--- src/rtl/fp_cmp_result_stage.sv ---
// FPU compare result stage: applies IEEE-754 / RISC-V NaN rules to raw comparator flags and
// selects FEQ/FLT/FLE/FMIN/FMAX results through a two-stage valid/ready pipeline.
module fp_cmp_result_stage #(
    parameter int TAG_W  = 5,
    parameter int PIPE_D = 2
) (
    input  logic             clk,
    input  logic             rst,
    input  logic             flush,
    input  logic             in_valid,
    output logic             in_ready,
    input  logic [2:0]       in_op,
    input  logic             in_sp_dp,
    input  logic [63:0]      in_a,
    input  logic [63:0]      in_b,
    input  logic             in_eq,
    input  logic             in_lt,
    input  logic             in_le,
    input  logic [TAG_W-1:0] in_tag,
    output logic             out_valid,
    input  logic             out_ready,
    output logic [63:0]      out_result,
    output logic [4:0]       out_fflags,
    output logic [TAG_W-1:0] out_tag
);

    typedef enum logic [2:0] {
        OP_FEQ  = 3'd0,
        OP_FLT  = 3'd1,
        OP_FLE  = 3'd2,
        OP_FMIN = 3'd3,
        OP_FMAX = 3'd4
    } op_e;

    localparam logic [63:0] SP_CANON = 64'hFFFF_FFFF_7FC0_0000;
    localparam logic [63:0] DP_CANON = 64'h7FF8_0000_0000_0000;

    typedef struct packed {
        logic        nan;
        logic        snan;
        logic        zero;
        logic        sign;
        logic [63:0] val;
    } opnd_t;

    // An improperly NaN-boxed single operand is replaced by the canonical quiet NaN.
    function automatic opnd_t classify(input logic [63:0] x, input logic dp);
        opnd_t c;
        c.val  = x;
        c.sign = dp ? x[63] : x[31];
        if (dp) begin
            c.nan  = (x[62:52] == 11'h7FF) && (x[51:0] != 52'd0);
            c.snan = c.nan && !x[51];
            c.zero = (x[62:0] == 63'd0);
        end else if (x[63:32] != 32'hFFFF_FFFF) begin
            c.nan  = 1'b1;
            c.snan = 1'b0;
            c.zero = 1'b0;
            c.sign = 1'b0;
            c.val  = SP_CANON;
        end else begin
            c.nan  = (x[30:23] == 8'hFF) && (x[22:0] != 23'd0);
            c.snan = c.nan && !x[22];
            c.zero = (x[30:0] == 31'd0);
        end
        return c;
    endfunction

    logic [PIPE_D-1:0] valid_q, valid_d;

    logic [2:0]       s1_op_q, s1_op_d;
    logic             s1_dp_q, s1_dp_d;
    logic [63:0]      s1_a_q, s1_a_d;
    logic [63:0]      s1_b_q, s1_b_d;
    logic             s1_eq_q, s1_eq_d;
    logic             s1_lt_q, s1_lt_d;
    logic             s1_le_q, s1_le_d;
    logic [TAG_W-1:0] s1_tag_q, s1_tag_d;

    logic [63:0]      s2_result_q, s2_result_d;
    logic [4:0]       s2_fflags_q, s2_fflags_d;
    logic [TAG_W-1:0] s2_tag_q, s2_tag_d;

    logic s1_adv, s2_adv, accept, s2_load;
    opnd_t opa, opb;
    logic [63:0] sel_result;
    logic        sel_nv;

    always_comb begin
        s2_adv  = !valid_q[PIPE_D-1] || out_ready;
        s1_adv  = !valid_q[0] || s2_adv;
        accept  = in_valid && s1_adv && !flush;
        s2_load = s2_adv && valid_q[0] && !flush;
    end

    assign in_ready = s1_adv;

    always_comb begin
        opa        = classify(s1_a_q, s1_dp_q);
        opb        = classify(s1_b_q, s1_dp_q);
        sel_result = 64'd0;
        sel_nv     = 1'b0;
        case (s1_op_q)
            OP_FEQ: begin
                sel_result = {63'd0, !(opa.nan || opb.nan) && s1_eq_q};
                sel_nv     = opa.snan || opb.snan;
            end
            OP_FLT: begin
                sel_result = {63'd0, !(opa.nan || opb.nan) && s1_lt_q};
                sel_nv     = opa.nan || opb.nan;
            end
            OP_FLE: begin
                sel_result = {63'd0, !(opa.nan || opb.nan) && s1_le_q};
                sel_nv     = opa.nan || opb.nan;
            end
            OP_FMIN, OP_FMAX: begin
                sel_nv = opa.snan || opb.snan;
                if (opa.nan && opb.nan) begin
                    sel_result = s1_dp_q ? DP_CANON : SP_CANON;
                end else if (opa.nan) begin
                    sel_result = opb.val;
                end else if (opb.nan) begin
                    sel_result = opa.val;
                end else if (opa.zero && opb.zero && (opa.sign != opb.sign)) begin
                    // The raw lt flag sees -0 == +0, so the sign decides here.
                    sel_result = ((s1_op_q == OP_FMIN) == opa.sign) ? opa.val : opb.val;
                end else begin
                    sel_result = ((s1_op_q == OP_FMIN) == s1_lt_q) ? opa.val : opb.val;
                end
            end
            default: begin
                sel_result = 64'd0;
                sel_nv     = 1'b0;
            end
        endcase
    end

    always_comb begin
        valid_d     = valid_q;
        s1_op_d     = s1_op_q;
        s1_dp_d     = s1_dp_q;
        s1_a_d      = s1_a_q;
        s1_b_d      = s1_b_q;
        s1_eq_d     = s1_eq_q;
        s1_lt_d     = s1_lt_q;
        s1_le_d     = s1_le_q;
        s1_tag_d    = s1_tag_q;
        s2_result_d = s2_result_q;
        s2_fflags_d = s2_fflags_q;
        s2_tag_d    = s2_tag_q;
        if (flush) begin
            valid_d = '0;
        end else begin
            if (s1_adv) valid_d[0] = accept;
            if (s2_adv) valid_d[PIPE_D-1] = valid_q[0];
        end
        if (accept) begin
            s1_op_d  = in_op;
            s1_dp_d  = in_sp_dp;
            s1_a_d   = in_a;
            s1_b_d   = in_b;
            s1_eq_d  = in_eq;
            s1_lt_d  = in_lt;
            s1_le_d  = in_le;
            s1_tag_d = in_tag;
        end
        if (s2_load) begin
            s2_result_d = sel_result;
            s2_fflags_d = {sel_nv, 4'b0000};
            s2_tag_d    = s1_tag_q;
        end
    end

    always_ff @(posedge clk or posedge rst) begin
        if (rst) begin
            valid_q     <= '0;
            s1_op_q     <= 3'd0;
            s1_dp_q     <= 1'b0;
            s1_a_q      <= 64'd0;
            s1_b_q      <= 64'd0;
            s1_eq_q     <= 1'b0;
            s1_lt_q     <= 1'b0;
            s1_le_q     <= 1'b0;
            s1_tag_q    <= '0;
            s2_result_q <= 64'd0;
            s2_fflags_q <= 5'd0;
            s2_tag_q    <= '0;
        end else begin
            valid_q     <= valid_d;
            s1_op_q     <= s1_op_d;
            s1_dp_q     <= s1_dp_d;
            s1_a_q      <= s1_a_d;
            s1_b_q      <= s1_b_d;
            s1_eq_q     <= s1_eq_d;
            s1_lt_q     <= s1_lt_d;
            s1_le_q     <= s1_le_d;
            s1_tag_q    <= s1_tag_d;
            s2_result_q <= s2_result_d;
            s2_fflags_q <= s2_fflags_d;
            s2_tag_q    <= s2_tag_d;
        end
    end

    assign out_valid  = valid_q[PIPE_D-1];
    assign out_result = s2_result_q;
    assign out_fflags = s2_fflags_q;
    assign out_tag    = s2_tag_q;

endmodule

--- config.mk ---
export PLATFORM = sky130hd
export DESIGN_NAME = fp_cmp_result_stage
export DESIGN_NICKNAME = d
export VERILOG_FILES = /design/src/rtl/fp_cmp_result_stage.sv
export SDC_FILE = /design/constraint.sdc
export NUM_CORES = 1
export LEC_CHECK = 0
export CORE_ASPECT_RATIO = 0.9
export CORE_MARGIN = 4
export CORE_UTILIZATION = 51
export DETAILED_ROUTE_END_ITERATION = 6
export PLACE_DENSITY = 0.83
export SETUP_SLACK_MARGIN = 0.3
export SYNTH_ARGS = -nofsm -noshare
export SYNTH_HDL_FRONTEND = slang
export SYNTH_SLANG_ARGS = --single-unit
--- constraint.sdc ---
create_clock -name clk -period 7.6 [get_ports clk]
set_input_delay 0.76 -clock clk [delete_from_list [all_inputs] [get_ports clk]]
set_output_delay 0.76 -clock clk [all_outputs]
set_load 0.03 [all_outputs]
# Word-level counts from Yosys, hierarchy flattened
# Index checks and enable logic that the tools add are counted.
[totals] ff_bits=212 in_bits=145 word_cells=92
[op_classes] eq_ne=13 mux=22 n_reduce_logical=44
[op_table] op="two-way mux 64 bit" count=7
[op_table] op="two-way mux 65 bit" count=4
[op_table] op="case mux 64 bit (4 select lines)" count=1
[op_table] op="zero test 63 bit" count=2
[op_table] op="nonzero test 52 bit" count=2
[op_table] op="!= test 32 bit (second input constant)" count=2
[op_table] op="zero test 31 bit" count=2
[op_table] op="nonzero test 23 bit" count=2
[op_table] op="equality test 11 bit (second input constant)" count=2
[op_table] op="logical AND 1 bit" count=18
[op_table] op="equality test 8 bit (second input constant)" count=2
[op_table] op="two-way mux 3 bit" count=4
[op_table] op="zero test 1 bit" count=8
[op_table] op="equality test 3 x 2 -> 1 bit (second input constant)" count=2
[op_table] op="logical OR 1 bit" count=4
[op_table] op="two-way mux 1 bit" count=4
[op_table] op="nonzero test 2 bit" count=2
[op_table] op="OR reduction 2 bit" count=2
[op_table] op="equality test 3 x 1 -> 1 bit (second input constant)" count=1
[op_table] op="equality test 3 bit (second input constant)" count=1
[op_table] op="zero test 3 bit" count=1
[op_table] op="OR reduction 3 bit" count=1
[op_table] op="equality test 1 bit" count=2
[op_table] op="two-way mux 2 bit" count=1
[op_table] op="other kinds (2)" count=2

# Longest topological paths before layout
# Gate-level depths: netlist of run 1.
[depth] ltp_word=12 depth_mapped=11

# Worst setup path after synthesis of run 1
# Ideal clock, no wire load.
[synth_timing] kind="flip-flop to flip-flop" start="register s1_b_q[56]" end="register s2_result_q[32], in the netlist out_result[32]" setup_ns=0.142 t_arrival_ns=2.614 required_ns=7.458 slack_ns=4.844 path_stages_with_launch=10 period_less_slack_ns=2.756 path_cell_list="dfrtp_1 > or4_1 > nor4_1 > nand4_1 > o32ai_2 > or4b_4 > o211a_4 > buf_6 > o311ai_1 > o311ai_1"
[synth_between] elab_chain_len=10 elab_cells_between_ends=19
[synth_lines] item="start, declared" line_no="74" text="logic [63:0] s1_b_q, s1_b_d;"
[synth_lines] item="start signal, assigned" line_no="180" text="s1_b_q <= 64'd0;"
[synth_lines] item="start signal, assigned" line_no="193" text="s1_b_q <= s1_b_d;"
[synth_lines] item="!= test 32 bit" line_no="55" text="end else if (x[63:32] != 32'hFFFF_FFFF) begin"
[synth_lines] item="two-way mux 65 bit / two-way mux 3 bit (equally long branches)" line_no="55"
[synth_lines] item="two-way mux 65 bit / two-way mux 3 bit (equally long branches)" line_no="51" text="if (dp) begin"
[synth_lines] item="!= test 1 bit / logical AND 1 bit (equally long branches)" line_no="124" text="end else if (opa.zero && opb.zero && (opa.sign != opb.sign)) begin"
[synth_lines] item="logical AND 1 bit" line_no="124"
[synth_lines] item="two-way mux 64 bit" line_no="124"
[synth_lines] item="two-way mux 64 bit" line_no="122" text="end else if (opb.nan) begin"
[synth_lines] item="two-way mux 64 bit" line_no="120" text="end else if (opa.nan) begin"
[synth_lines] item="two-way mux 64 bit *" line_no="118" text="if (opa.nan && opb.nan) begin"
[synth_lines] item="case mux 64 bit (4 select lines) *" line_no="103" text="case (s1_op_q)"
[synth_lines] item="end signal, assigned" line_no="198" text="s2_result_q <= s2_result_d;"
[synth_lines] item="end, declared" line_no="80" text="logic [63:0] s2_result_q, s2_result_d;"
# Mark *: on every way between the ends. The rest lies on a longest branch, timed or not.
# A chain may end at the register's enable or synchronous reset.

# Worst setup path after layout of run 1
[layout_timing] start="register s1_dp_q" end="register s2_result_q[24], in the netlist out_result[24]"
[layout_between] elab_chain_len=10 elab_cells_between_ends=21
[layout_lines] item="start, declared" line_no="72" text="logic s1_dp_q, s1_dp_d;"
[layout_lines] item="start signal, assigned" line_no="191" text="s1_dp_q <= s1_dp_d;"
[layout_lines] item="two-way mux 1 bit" line_no="50" text="c.sign = dp ? x[63] : x[31];"
[layout_lines] item="two-way mux 65 bit" line_no="55"
[layout_lines] item="two-way mux 65 bit" line_no="51"
[layout_lines] item="equality test 1 bit / != test 1 bit (equally long branches)" line_no="126, 124"
[layout_lines] item="two-way mux 64 bit / logical AND 1 bit (equally long branches)" line_no="126, 124"
[layout_lines] item="two-way mux 64 bit" line_no="124"
[layout_lines] item="two-way mux 64 bit" line_no="122"
[layout_lines] item="two-way mux 64 bit" line_no="120"
[layout_lines] item="two-way mux 64 bit *" line_no="118"
[layout_lines] item="case mux 64 bit (4 select lines) *" line_no="103"
# Marked as above.

==> key figures, run 1 <==
STA
  – Final setup viols: 0
  – Max Fclk: ~240 MHz
  – Fin worst setup slack: approximately 3.5 ns
  – Unrepaired setup endpoints after global routing: false
  – Fin crit period: 4.11 ns
  – Final setup TNS: 0 ns
  – WHS: 0.462 ns
  – Slew headroom: under 10%
  – Final Max Tran Viols: 0
  – Clock Skew: between 0.009 and 0.01 ns
  – Final Hold Violating Endpoints: 0
  – Slew of the pin with the lowest slew margin: approximately 1.4 ns
  – Final period util: 54.1%

Clock tree
  – CTS tree: built
  – Root Buffer: clkbuf_16
  – Clk_lat worst skew: about 0.5 ns
  – Clock Pin Slew Worst Setup and Hold Paths: roughly 0.060 ns
  – Post-CTS Hold Buffers: 0
  – H-tree depth: 1
  – Max clock buf depth: 3
  – CTS-repair resized insts: 0
  – # clock sinks: ~210
  – CTS Buf Count: 22
  – Post-CTS setup buffers: 0

GRT
  – Via count of the first global-routing pass: 8122
  – GRT Total Usage: 25.8%
  – Grt total ovfl: 0
  – Pin count of the biggest net entering global routing: between 100 and 150
  – First-pass GRT wire length: 45100 um
  – Initial antenna violation count: 0

Setup path
  – Cell Chain, Critical Path: inv_1 -> nor4_1 -> nand2_1 -> or4_4 -> a211oi_2 -> o211ai_4 -> buf_4 -> mux2i_1 -> a31oi_1
  – CP Capture Type: flip-flop
  – Max incr delay on CP: between 0.7 and 0.8 ns
  – R2r startpoint: s1_dp_q$_DFFE_PP0P_
  – Crit path DAT: ~4.4 ns
  – Critical Path Start Type: flip-flop
  – WP buf/inv: 2
  – Req. time, crit path: a little under 8 ns
  – Crit path max-delay family: compound AO/OA/AOI/OAI gates
  – FF-to-FF End: out_result[24]$_DFFE_PP0P_
  – R2R depth: 9
  – R2R Setup Slk: approximately 3.5 ns
  – Critical path fanouts, max: 28
  – CP max-delay cell: a211oi_2
  – CP Class: reg -> reg

Finish
  – Most common cell after layout, fill and taps aside: clkdlybuf4s50_1
  – Fillers: about 1.4k
  – Final #Nets: approximately 1.2k
  – Fin cells: about 1.3k
  – Leading cell types in the layout, fill and taps excluded: clkdlybuf4s50_1 (216), dfrtp_1 (212), mux2_2 (140), nand2_1 (114), nand3_1 (76)
  – Reg area: approximately 0.0053 mm^2
  – Area grow syn2layout: 30.4%
  – Final antenna diode count: 0
  – Multi-input logic area: 0.00431 mm^2
  – Layout cell share with drive strength beyond 1: 21.0%

Yosys
  – Mean area per synthesized cell: between 10 and 15 um^2
  – Seq/Total Area, Yosys: 53.8%
  – Mux contribution to synthesized area: between 15 and 20%
  – Synth Warn #: 0
  – Main area contributors after synthesis: dfrtp_1 (54%), mux2_2 (16%), nand2_1 (4.3%)
  – Post-synthesis register bit count: 212
  – Synth Area in Simple Gates: ~17%
  – Post-synthesis compound-gate area fraction: 8.74%
  – Post-synth EDFFs: 0
  – Asr flop ratio synth: between 90% and 100%
  – Syn Inst Count: approximately 860
  – Dominant synthesized flop cell: dfrtp_1
  – Synth Area in Adders: 0%
  – Largest family of logic cells by synthesized area: simple AND/OR/NAND/NOR gates
  – Top cell type's share of synthesized area: 53.8%
  – Xor/xnor share of the synthesized area: less than 1%
  – Dominant cell type by area after synthesis: dfrtp_1
  – Cell Area, Synth: approximately 0.0099 mm^2
  – Synth cell types: 66

Routing
  – First-pass DRT Iterations: 6
  – Post-route ant nets: 0
  – Iter 0 DRT Violations: just over 800
  – Vias: between 8k and 9k
  – Drt drc: 0
  – DR vias/cell: between 6 and 7
  – Routed len/inst: approximately 21 um
  – Routed Wire Length: roughly 28000 um

Die
  – IO Count: approximately 220
  – Core footprint: roughly 0.019 mm^2
  – Die span in y: 140 um
  – Die W: about 150 um
  – Die area: about 0.022 mm^2
  – Cell Rows: 47
  – Initial Util: between 50% and 60%

Power
  – Total power draw: 3330 uW
  – VDD IR-drop max: roughly 190 uV
  – Cell Pwr Density: 259 mW/mm^2
  – Static Leakage: between 0.005 and 0.006 uW

Placement
  – Worst slack, placed: roughly 3.5 ns
  – GP Congestion: just under 1
  – Post-detail-place hpwl: 19600 um
  – Buffers on Ports: approximately 220
  – Placed instance count: 1283

Flow run
  – Max-cap viol count: 0

Hold path
  – Hold path start: s1_tag_q[4]$_DFFE_PP0P_
  – Min-Delay Path Class: reg -> reg
  – Worst Hold End: out_tag[4]$_DFFE_PP0P_
  – WHS Path Cells: 2

Outcome
  – Status: finished clean
[area by class of cell]
class / instances / area share (%)
clock buffer: 31 / 5.10
clock inverter: 3 / 0.146
inverter: 5 / 0.204
multi-input combinational: 596 / 33.5
sequential: 212 / 41.3
tap: 245 / 2.39
timing repair buffer: 225 / 17.4
[report_power, final]
| part | switching, uW | leakage (uW) | internal, uW |
|---|---|---|---|
| clock | 429 | 0.000335 | 595 |
| combinational | 437 | 0.00230 | 372 |
| sequential | 184 | 0.00261 | 1310 |
| total | 1050 | 0.00525 | 2280 |
[stage by stage]
stage	util [%]	cell area (um^2)
2_1_floorplan	-	9860
3_3_place_gp	65.1	12200
3_5_place_dp	65.1	12200
4_1_cts	68.7	12800
5_1_grt	68.7	12800
6_report	68.7	12800
[synth_stat cells (4+ instances only)]
master    number
dfrtp_1      212
buf_4          5
nand3b_1       4
nor3_1        10
nand3_1       76
buf_2          8
nor3_2        10
o221ai_1      13
inv_1          5
o22ai_1        6
a31oi_1        8
buf_6          5
nor2_1        31
or2_2          6
clkbuf_1      31
nor4_1        33
o31ai_1        6
o211ai_1       4
o31ai_2       12
nand2_1      114
mux2_2       140
nand4_1       20
o311ai_1       5
o21ai_0        9
mux2i_1        7
a21oi_1       12
buf_1          4
nand2b_1       9
[tightest hold or removal path: cells and delay by family, from the launching register on]
kind | cells | cell delay, ns
flops | 1 | 0.34
simple gates | 2 | 0.09
[cells by family after synthesis]
logic type | Yosys count
AO/OA/AOI/OAI | 107
flip-flops | 212
multiplexers | 147
other | 1
buffers and inverters | 58
AND/OR/NAND/NOR | 334
XOR/XNOR | 4
[sequential cells by signal, indices dropped and copies added, names as in the netlist]
name / flops
s1_eq_q: 1
s1_dp_q: 1
s1_a_q: 64
s1_lt_q: 1
out_result: 64
s1_op_q: 3
valid_q: 2
s1_b_q: 64
s1_le_q: 1
out_fflags: 1
out_tag: 5
s1_tag_q: 5
[metal layers]
layer	routed length, um	vias to the layer above	part of all wire [%]	GRT usage, %
met3	2460	66	8.7	5.09
met5	0	-	0	0
met4	770	0	2.7	6.88
li1	-	3570	-	-
met1	12100	3978	43	37.2
met2	13000	412	46	40.1
[how the worst max path moves through the flow]
stage	startpoint	endpoint	cells after the start	slack, ns
2_1_floorplan	rst	out_fflags[4]$_DFFE_PP0P_	1	1.05
3_3_place_gp	out_ready	out_result[27]$_DFFE_PP0P_	8	3.47
3_5_place_dp	out_ready	out_result[27]$_DFFE_PP0P_	8	3.45
4_1_cts	s1_b_q[11]$_DFFE_PP0P_	out_result[24]$_DFFE_PP0P_	9	3.59
5_1_grt	s1_dp_q$_DFFE_PP0P_	out_result[24]$_DFFE_PP0P_	9	3.23
6_report	s1_dp_q$_DFFE_PP0P_	out_result[24]$_DFFE_PP0P_	9	3.49
Power figures use the tool's default switching activity.
==> inputs of run 2 (changes only) <==
Clock period 7.6 ns to 4 ns, I/O delays scaled along.
==> key figures, run 2 (synthesis gave the netlist of run 1 again) <==
Clock tree
  – Clk_lat worst skew: a little over 0.5 ns
  – Root Buffer: clkbuf_16
  – # clock sinks: 212
  – Clock Pin Slew Worst Setup and Hold Paths: 0.07 ns
  – CTS tree: built
  – CTS-repair resized insts: 0
  – H-tree depth: 1
  – CTS Buf Count: 22
  – Post-CTS Hold Buffers: 0
  – Max clock buf depth: 3
  – Post-CTS setup buffers: 0

Power
  – Combinational power share: approximately a quarter
  – Switching Fraction: a little under a third
  – Clk network pwr share: 31.5%
  – VDD IR-drop max: slightly below 300 uV
  – Sequential share of power: between 40% and 50%
  – Static Leakage: between 0.005 and 0.006 uW
  – Psw: a little over 2000 uW
  – Cell Pwr Density: between 400 and 500 mW/mm^2
  – Pint: 4420 uW

Routing
  – Iter 0 DRT Violations: 725
  – Routed len/inst: roughly 22 um
  – First-pass DRT Iterations: 5
  – Drt drc: 0
  – Post-route ant nets: 0
  – Routed Wire Length: between 20000 and 30000 um
  – DR vias/cell: between 6 and 7
  – Vias: ~8.1k

Placement
  – Post-detail-place hpwl: ~20000 um
  – GP Congestion: about 0.94
  – Post-DP Area: approximately 0.012 mm^2
  – Buffers on Ports: between 200 and 250

Finish
  – Area grow syn2layout: 32.4%
  – Most common cell after layout, fill and taps aside: clkdlybuf4s50_1
  – Layout cell share with drive strength beyond 1: between 20% and 30%
  – Multi-input logic area: about 0.0043 mm^2
  – Design area: 0.0131 mm^2
  – Final antenna diode count: 0
  – Reg area: between 0.005 and 0.006 mm^2
  – Final #Nets: about 1.2k
  – Fillers: between 1k and 1.5k
  – Leading cell types in the layout, fill and taps excluded: clkdlybuf4s50_1 (216), dfrtp_1 (212), mux2_2 (140), nand2_1 (114), nand3_1 (76)

STA
  – Slew of the pin with the lowest slew margin: 1.04 ns
  – Final period util: around 90%
  – Max Fclk: ~280 MHz
  – Clock Skew: ~0.016 ns
  – Fin crit period: around 3.6 ns
  – Final setup viols: 0
  – Final Hold Violating Endpoints: 0
  – Slew headroom: 30.8%
  – WHS: about 0.39 ns
  – Final setup TNS: 0 ns
  – Final Max Tran Viols: 0
  – Unrepaired setup endpoints after global routing: true

Setup path
  – R2R Setup Slk: about 0.4 ns
  – CP Depth: 9
  – R2R depth: 9
  – CP max-delay cell: or4b_4
  – Cell Chain, Critical Path: or4_1 -> nor4_1 -> nand4_1 -> o32ai_2 -> or4b_4 -> o211ai_4 -> buf_4 -> mux2i_1 -> a31oi_1
  – R2r startpoint: s1_b_q[56]$_DFFE_PP0P_
  – Critical path fanouts, max: 31
  – Max incr delay on CP: between 0.5 and 0.6 ns
  – Req. time, crit path: 4.39 ns
  – Crit path DAT: roughly 4.0 ns
  – FF-to-FF End: out_result[38]$_DFFE_PP0P_
  – WP buf/inv: 1
  – CP Class: reg -> reg
  – CP Capture Type: flip-flop
  – Crit path max-delay family: simple AND/OR/NAND/NOR gates
  – Critical Path Start Type: flip-flop

GRT
  – GRT Total Usage: roughly a quarter
  – Grt total ovfl: 0
  – Via count of the first global-routing pass: around 8k
  – Initial antenna violation count: 0
  – Pin count of the biggest net entering global routing: between 70 and 80
  – First-pass GRT wire length: 45500 um

Flow run
  – Max-cap viol count: 0

Die
  – Initial Util: 52.7%
  – IO Count: around 220
  – Die W: around 150 um
  – Core footprint: approximately 0.019 mm^2
  – Die span in y: around 140 um
  – Die area: approximately 0.022 mm^2
  – Cell Rows: 47

Hold path
  – Min-Delay Path Class: in -> async

Outcome
  – Status: finished clean
## run 2: changes by cell type in the layout (fill, tap and decap cells not counted), moves of 2 or more
cell,before,now
bufinv_16,0,2
buf_12,0,3
clkinv_2,2,5
clkbuf_8,5,3
buf_4,9,23
## run 2: worst max-delay path by stage
stage	start	endpoint	slack [ns]
floorplan	rst	out_fflags[4]$_DFFE_PP0P_	0.84
global placement	s1_a_q[0]$_DFFE_PP0P_	out_result[38]$_DFFE_PP0P_	0.58
detailed placement	s1_b_q[56]$_DFFE_PP0P_	out_result[51]$_DFFE_PP0P_	0.54
CTS	s1_b_q[56]$_DFFE_PP0P_	out_result[38]$_DFFE_PP0P_	0.48
global route	s1_b_q[35]$_DFFE_PP0P_	out_result[51]$_DFFE_PP0P_	0.20
finish	s1_b_q[56]$_DFFE_PP0P_	out_result[38]$_DFFE_PP0P_	0.40
## run 2: worst reg2reg max path: cells and delay by family, from the launching register on
family | cells | cell delay [ns]
flip-flops | 1 | 0.44
buffers and inverters | 1 | 0.39
AO/OA/AOI/OAI | 3 | 0.82
AND/OR/NAND/NOR | 4 | 1.61
multiplexers | 1 | 0.23
## run 2: power by group through the flow
stage / Combinational [uW] / Sequential (uW) / Clock, uW
floorplan: 716 / 3010 / 0
detailed placement: 1570 / 2860 / 0
CTS: 1580 / 2830 / 2060
global route: 1690 / 2880 / 2130
global placement: 1540 / 2850 / 0
finish: 1590 / 2840 / 2040
## run 2: area by class of cell
class | instances | share of cell area, %
clock inverters | 8 | 0.777
flip-flops and latches | 212 | 40.7
well taps | 245 | 2.35
inverters | 5 | 0.173
repair buffers | 242 | 18.4
clock buffers | 28 | 4.62
multi-input cells | 597 | 33.1
## run 2: per-layer routing
layer	global-route usage [%]	part of all wire (%)
met1	38.2	43
met4	7.16	3.0
met5	0	0
met3	4.91	7.8
met2	40.2	46
## run 2: metrics by stage
stage	setup WS, ns	std cells	util (%)	total power, uW
2_1_floorplan	0.844	866	-	3720
3_3_place_gp	0.577	1300	66.0	4390
3_5_place_dp	0.539	1300	66.0	4430
4_1_cts	0.484	1336	69.7	6470
5_1_grt	0.199	1337	69.8	6700
6_report	0.401	1337	69.8	6470
==> inputs of run 3 (changes only) <==
Settings changed: CORE_MARGIN 4 to 3.
==> key figures, run 3 (synthesis gave the netlist of run 1 again) <==
Clock tree
  – H-tree depth: 1
  – CTS tree: built
  – Clk_lat worst skew: 0.51 ns
  – Clock Pin Slew Worst Setup and Hold Paths: 0.06 ns
  – # clock sinks: roughly 210
  – Post-CTS Hold Buffers: 0
  – Root Buffer: clkbuf_16
  – CTS Buf Count: 22
  – CTS-repair resized insts: 0
  – Post-CTS setup buffers: 0
  – Max clock buf depth: 3

Setup path
  – Crit path DAT: roughly 3.8 ns
  – CP max-delay cell: o211a_4
  – Critical path fanouts, max: 39
  – CP Class: reg -> reg
  – WP buf/inv: 0
  – Req. time, crit path: around 4.4 ns
  – Cell Chain, Critical Path: nand4_1 -> nor4_2 -> nand3_1 -> or3_1 -> a211oi_2 -> o211a_4 -> nor3_2 -> o31ai_2
  – CP Capture Type: flip-flop
  – Crit path max-delay family: compound AO/OA/AOI/OAI gates
  – Max incr delay on CP: about 0.64 ns
  – R2r startpoint: s1_a_q[63]$_DFFE_PP0P_
  – Critical Path Start Type: flip-flop
  – Setup crit start: s1_a_q[63]$_DFFE_PP0P_

GRT
  – First-pass GRT wire length: between 40000 and 50000 um
  – Via count of the first global-routing pass: a little over 8k
  – GRT Total Usage: 26.1%
  – Initial antenna violation count: 1
  – Pin count of the biggest net entering global routing: ~110
  – Grt total ovfl: 0

Placement
  – Buffers on Ports: between 200 and 250
  – Post-detail-place hpwl: 19900 um
  – Placed instance count: approximately 1.3k
  – GP Congestion: 0.957
  – Worst slack, placed: between 0.6 and 0.7 ns

Finish
  – Layout cell share with drive strength beyond 1: between 20 and 25%
  – Most common cell after layout, fill and taps aside: clkdlybuf4s50_1
  – Leading cell types in the layout, fill and taps excluded: clkdlybuf4s50_1 (216), dfrtp_1 (212), mux2_2 (140), nand2_1 (114), nand3_1 (76)
  – Final antenna diode count: 0
  – Area grow syn2layout: 33.0%
  – Final #Nets: roughly 1.2k
  – Fin cells: between 1k and 1.5k

Hold path
  – Min-Delay Path Class: in -> async

Routing
  – First-pass DRT Iterations: 5
  – Iter 0 DRT Violations: around 660
  – Routed len/inst: 21.0 um
  – Post-route ant nets: 0
  – Vias: slightly above 8k
  – DR vias/cell: ~6.0
  – Routed Wire Length: between 20000 and 30000 um
  – Drt drc: 0

STA
  – Clock Skew: between 0.01 and 0.015 ns
  – Final setup TNS: 0 ns
  – Fin worst setup slack: around 0.59 ns
  – Final Hold Violating Endpoints: 0
  – Unrepaired setup endpoints after global routing: false
  – Final Max Tran Viols: 0
  – Final setup viols: 0
  – Fin crit period: 3.41 ns
  – Max Fclk: 293 MHz
  – Slew of the pin with the lowest slew margin: about 1.0 ns
  – WHS: 0.429 ns
  – Final period util: a little under nine tenths
  – Slew headroom: a little under a third

Power
  – Static Leakage: roughly 0.0054 uW
  – VDD IR-drop max: just over 300 uV
  – Cell Pwr Density: roughly 500 mW/mm^2

Die
  – IO Count: between 200 and 250
  – Die span in y: roughly 140 um
  – Die area: ~0.021 mm^2
  – Core footprint: around 0.019 mm^2
  – Cell Rows: 47
  – Die W: between 150 and 200 um
  – Initial Util: a little over half

Outcome
  – Status: finished clean

Flow run
  – Max-cap viol count: 0
-- run 3: worst paths after layout --
path / end / slack (ns) / depth (start not counted)
setup / recovery: out_result[56]$_DFFE_PP0P_ / 0.59 / 8
hold / removal: s1_b_q[54]$_DFFE_PP0P_ / 0.43 / 3
setup reg to reg: out_result[56]$_DFFE_PP0P_ / 0.59 / 8
hold reg to reg: out_tag[2]$_DFFE_PP0P_ / 0.46 / 2
max in group asynchronous: s1_b_q[14]$_DFFE_PP0P_ / 3.09 / 3
min in group clk: out_tag[2]$_DFFE_PP0P_ / 0.46 / 2
-- run 3: stage by stage --
stage                     cell area (um^2)  power [uW]  util [%]
after floorplan                       9870        3720         -
after global placement               12300        4380      66.0
after detailed placement             12300        4420      66.0
after CTS                            13100        6550      70.1
after global routing                 13100        6790      70.1
final                                13100        6530      70.1
-- run 3: layout make-up --
type	count	area (um^2)
Fill cell	1373	5600
Sequential cell	212	5310
Multi-Input combinational cell	596	4310
Timing Repair Buffer	240	2390
Clock buffer	35	721
Tap cell	245	307
Clock inverter	4	45.0
Inverter	5	22.5
-- run 3: per-layer routing --
layer,track usage [%],vias up,wire (um)
met4,7.27,2,733
met1,37.1,3993,12200
met3,5.09,60,2210
li1,-,3603,-
met5,0,-,15
met2,41.5,426,12900
-- run 3: tightest hold or removal path, cell delays in order --
cell	delay, ns
clkdlybuf4s50_1	0.45
clkinvlp_4	0.13
buf_12	0.40
-- run 3: power breakdown --
part	total (uW)	internal, uW	leakage [uW]	switching (uW)
Clock	2120	1290	0.000384	826
Sequential	2840	2490	0.00261	351
Combinational	1560	733	0.00239	831
